$ cat config.mk
export PLATFORM = sky130hd
export DESIGN_NAME = bcd_7seg_scan_driver
export DESIGN_NICKNAME = d
export VERILOG_FILES = /design/src/rtl/bcd_7seg_scan_driver.sv
export SDC_FILE = /design/constraint.sdc
export NUM_CORES = 1
export LEC_CHECK = 0
export ABC_AREA = 1
export CELL_PAD_IN_SITES_DETAIL_PLACEMENT = 1
export CELL_PAD_IN_SITES_GLOBAL_PLACEMENT = 2
export CORE_MARGIN = 2
export CORE_UTILIZATION = 35
export DETAILED_ROUTE_END_ITERATION = 8
export PLACE_DENSITY = 0.91
export RECOVER_POWER = 25
export REMOVE_ABC_BUFFERS = 1
export SYNTH_ARGS = -nofsm -noshare
export SYNTH_HDL_FRONTEND = slang
export SYNTH_SLANG_ARGS = --single-unit
$ cat constraint.sdc
create_clock -name clk -period 3.9 [get_ports clk]
set_input_delay 0.975 -clock clk [delete_from_list [all_inputs] [get_ports clk]]
set_output_delay 0.975 -clock clk [all_outputs]
set_load 0.02 [all_outputs]
$ cat src/rtl/bcd_7seg_scan_driver.sv
// rtl/bcd_7seg_scan_driver.sv - multiplexed BCD to common-anode seven-segment scan driver
// Optional leading-zero blanking when BCD_SCAN_LZB_EN is defined.
module bcd_7seg_scan_driver #(
    parameter int NUM_DIGITS = 4,
    parameter int SCAN_DIV   = 1000
) (
    input  logic                    clk,
    input  logic                    rst_n,
    input  logic                    load,
    input  logic [4*NUM_DIGITS-1:0] bcd_in,
    output logic [6:0]              seg_n,
    output logic [NUM_DIGITS-1:0]   an_n,
    output logic                    frame_tick
);
    localparam int CNT_W = (SCAN_DIV > 1) ? $clog2(SCAN_DIV) : 1;
    localparam int IDX_W = (NUM_DIGITS > 1) ? $clog2(NUM_DIGITS) : 1;
    localparam logic [CNT_W-1:0] CNT_MAX = CNT_W'(SCAN_DIV - 1);
    localparam logic [IDX_W-1:0] IDX_MAX = IDX_W'(NUM_DIGITS - 1);

    logic [4*NUM_DIGITS-1:0] r_shadow;
    logic [CNT_W-1:0]        r_cnt;
    logic [IDX_W-1:0]        r_idx;

    logic [3:0]              w_digit;
    logic                    w_blank;
    logic [NUM_DIGITS-1:0]   w_an_next;
    logic                    w_cnt_wrap;
    logic                    w_zero_above;

    function automatic logic [6:0] seg_decode(input logic [3:0] d);
        case (d)
            4'd0:    seg_decode = 7'b0000001;
            4'd1:    seg_decode = 7'b1001111;
            4'd2:    seg_decode = 7'b0010010;
            4'd3:    seg_decode = 7'b0000110;
            4'd4:    seg_decode = 7'b1001100;
            4'd5:    seg_decode = 7'b0100100;
            4'd6:    seg_decode = 7'b0100000;
            4'd7:    seg_decode = 7'b0001111;
            4'd8:    seg_decode = 7'b0000000;
            4'd9:    seg_decode = 7'b0000100;
            default: seg_decode = 7'b1111111;
        endcase
    endfunction

    assign w_cnt_wrap = (r_cnt == CNT_MAX);

    always_comb begin
        w_digit      = 4'd0;
        w_blank      = 1'b0;
        w_zero_above = 1'b1;
        w_an_next    = '1;
        for (int k = NUM_DIGITS - 1; k >= 0; k--) begin
            w_zero_above = w_zero_above & (r_shadow[4*k +: 4] == 4'd0);
            if (r_idx == IDX_W'(k)) begin
                w_digit = r_shadow[4*k +: 4];
`ifdef BCD_SCAN_LZB_EN
                w_blank = (k >= 1) && w_zero_above;
`else
                w_blank = 1'b0;
`endif
            end
            // cnt == 0 is the dead-time slot: every anode stays off
            w_an_next[k] = ~((r_cnt != '0) && (r_idx == IDX_W'(k)));
        end
    end

    always_ff @(posedge clk or negedge rst_n) begin
        if (!rst_n) begin
            r_shadow   <= '0;
            r_cnt      <= '0;
            r_idx      <= '0;
            seg_n      <= 7'b1111111;
            an_n       <= '1;
            frame_tick <= 1'b0;
        end else begin
            if (load) begin
                r_shadow <= bcd_in;
            end
            if (w_cnt_wrap) begin
                r_cnt <= '0;
                r_idx <= (r_idx == IDX_MAX) ? '0 : r_idx + IDX_W'(1);
            end else begin
                r_cnt <= r_cnt + CNT_W'(1);
            end
            seg_n      <= w_blank ? 7'b1111111 : seg_decode(w_digit);
            an_n       <= w_an_next;
            frame_tick <= w_cnt_wrap && (r_idx == IDX_MAX);
        end
    end
endmodule

==> results.txt <==
Setup violators final -> 0
DP Cell Count -> 306
Hold slack -> 513.7 ps
Global route overflow -> 0
Period Utilization, post-route -> 64.27%
Die ar. -> 6300 µm²
Failing checks -> capacitance limit, slew limit
CP peak stage delay -> 1490 ps
Setup Crit Path Kind -> in -> async
Critical path data arrival time -> 2480 ps
P per Cell Area -> 366.8 nW/µm²
CTS clock-pin slew for the worst setup and hold paths -> 70 ps
Power Total -> 893.5 µW
Post-CTS Resized -> 0
Layout cells sized above 1 -> 19.01%
Status -> finished, violations left
Io pins -> 31
Largest family of logic cells by synthesized area -> simple AND/OR/NAND/NOR gates
Setup TNS Final -> 0 ps
Layout area overhead -> 22.53%
Seq/Total Area, Yosys -> 51.04%
Global-route wire length before repair -> 7355 µm
Final non-filler cell total -> 314
Drt drc -> 0
CTS H-tree depth -> 2
Syn avg cell area -> 9.558 µm²
Antenna Cells -> 0
Placer Congestion -> 0.7183
Ranking of synthesized cells by area -> dfrtp_1, dfstp_2, nand2_1
CP Max Fanout -> 40
Vias/cell -> 4.713
Yosys cell types -> 28
Post-route ant nets -> 0
R2R Path End -> seg_n[3]$_DFF_PN1_
MaxCap Viol Count -> 1
Worst path required time -> 3870 ps
FMAX -> 0.3990 GHz
Initial Utilization -> 36.11%
Dpl cell area -> 2355 µm²
Worst Setup End Kind -> asynchronous set/reset pin
Cts bufs inserted -> 5
Rows -> 27
Final net count -> 271
Setup Buffers After CTS -> 0
Die height -> 79.37 µm
Crit. path cell count -> 1
Critical path buffers and inverters -> 1
Final hold vios -> 0
# clock sinks -> 40
Leakage -> 1.124 nW
R2R depth -> 12
Yosys warns -> 0
CP top delay family -> buffers and inverters
Crit start category -> input port
Vias in the first global route -> 1575
Compound-Gate Fraction of Synth Area -> 6.419%
Slowest cell on crit path -> clkbuf_1
CP Cell Sequence -> clkbuf_1
Reg2reg start -> r_idx[0]$_DFFE_PN0N_
Die X -> 79.37 µm
Post-Syn Instances -> 208
Mux share of post-synthesis cell area -> 6.230%
Cts hold-fix bufs -> 0
Post-synthesis adder-cell area fraction -> 6.923%
Drt pass-1 iters -> 4
Slew headroom -> -41.60%
Area of the core -> 5507 µm²
Setup Skew -> 4.527 ps
Routed WL per cell -> 13.13 µm
CTS tree -> yes
Unrepaired setup endpoints after global routing -> no
Layout fillers -> 649
Longest Clk Path Bufs -> 2
Via count -> 1480
Flop2flop setup slack -> 1860 ps
Design area -> 2436 µm²
Final worst slack -> 1394 ps
Synth area leader -> dfrtp_1
Initial antenna violation count -> 0
Total routed wirelength -> 4122 µm
Detailed Place HPWL -> 3078 µm
Clock Latency Late Sink -> 290 ps
VDD IR max -> 0.1918 mV
Worst Hold Class -> reg -> reg
Tightest Pin Transition -> 2124 ps
Crit path capture -> r_cnt[8]$_DFF_PN0_
Largest net degree at the start of global routing -> 41
All-Layer GR Usage -> 15.16%
Xor/xnor share of the synthesized area -> 0%
Slew Viols, Final -> 41
Port bufs -> 30
Util after Layout -> 44.24%
DP Worst Slack -> 1379 ps
Time the worst path needs with I/O delays and setup -> 2507 ps
Mapped Area -> 1988 µm²
Synth Register Bits -> 40
Iteration-0 DRC Markers -> 90
Worst setup path start -> rst_n
Root Buffer -> clkbuf_8
Share of the synthesized area in the top cell type -> 36.50%
Post-synthesis simple-gate area fraction -> 23.29%
==> registers in the layout, summed over array words and instances, names as in the netlist <==
register / count
an_n: 4
frame_tick: 1
r_cnt: 10
r_idx: 2
r_shadow: 16
seg_n: 7
==> worst min-delay path by stage <==
| stage | to | cells after the start | startpoint | slack (ps) |
|---|---|---|---|---|
| floorplan | r_shadow[0]$_DFFE_PN0P_ | 1 | r_shadow[0]$_DFFE_PN0P_ | 480 |
| global placement | r_shadow[1]$_DFFE_PN0P_ | 1 | r_shadow[1]$_DFFE_PN0P_ | 500 |
| detailed placement | r_shadow[0]$_DFFE_PN0P_ | 1 | r_shadow[0]$_DFFE_PN0P_ | 500 |
| CTS | r_shadow[0]$_DFFE_PN0P_ | 1 | r_shadow[0]$_DFFE_PN0P_ | 520 |
| global route | r_shadow[0]$_DFFE_PN0P_ | 1 | r_shadow[0]$_DFFE_PN0P_ | 530 |
| finish | r_shadow[0]$_DFFE_PN0P_ | 1 | r_shadow[0]$_DFFE_PN0P_ | 510 |
==> routing by layer <==
metal	up-vias	GRT usage (%)	wire, µm
met3	4	3.394	113
met1	720	19.38	1887
met4	0	5.690	58
met5	-	0	0
met2	24	25.08	2063
li1	732	-	-
==> logic make-up (layout without fill, tap and decap cells) <==
family / count (synthesis) / after routing
buffers and inverters: 31 / 65
adder cells (fa/ha/maj): 11 / 11
flip-flops: 40 / 40
AO/OA/AOI/OAI: 23 / 23
AND/OR/NAND/NOR: 92 / 92
multiplexers: 11 / 11
==> worst register-to-register path, delay by kind of cell (launching register included) <==
family                     cells  cell delay, ps
buffers and inverters          3             330
and+or+nand+nor                7             660
DFF                            1             380
adders and majority gates      2             600
==> Yosys cell counts, drive strengths merged <==
cell type / number
nand2: 58
dfrtp: 29
inv: 26
a21oi: 13
nor2: 13
dfstp: 11
ha: 11
mux2: 11
nand3: 10
o21ai: 8
nand4: 4
buf: 3
nand3b: 3
nor3: 2
a211oi: 1
clkbuf: 1
clkinv: 1
nor3b: 1
nor4: 1
o21a: 1
==> placed cells by master (no fill, tap or decap), drive strengths merged <==
cell,n
dfstp,11
clkbuf,9
dfrtp,29
nor3b,1
nor2,13
o21ai,8
nand4,4
inv,26
nand3b,3
ha,11
mux2,11
nand2,58
a21oi,13
a211oi,1
clkinv,1
nor4,1
clkdlybuf4s50,29
o21a,1
nor3,2
nand3,10
==> where the power goes <==
part | switching (mW) | internal, mW | total (mW)
combinational | 0.0702 | 0.0636 | 0.134
sequential | 0.0105 | 0.452 | 0.462
clock | 0.136 | 0.161 | 0.298
==> cell type report <==
| class | count | area [µm²] | share of cell area (%) |
|---|---|---|---|
| flip-flops and latches | 40 | 1015 | 41.65 |
| inverters | 27 | 102.6 | 4.212 |
| well taps | 72 | 90.09 | 3.698 |
| clock buffers | 8 | 100.1 | 4.109 |
| repair buffers | 30 | 294.0 | 12.07 |
| multi-input cells | 137 | 834.6 | 34.26 |
Power figures use the tool's default switching activity.
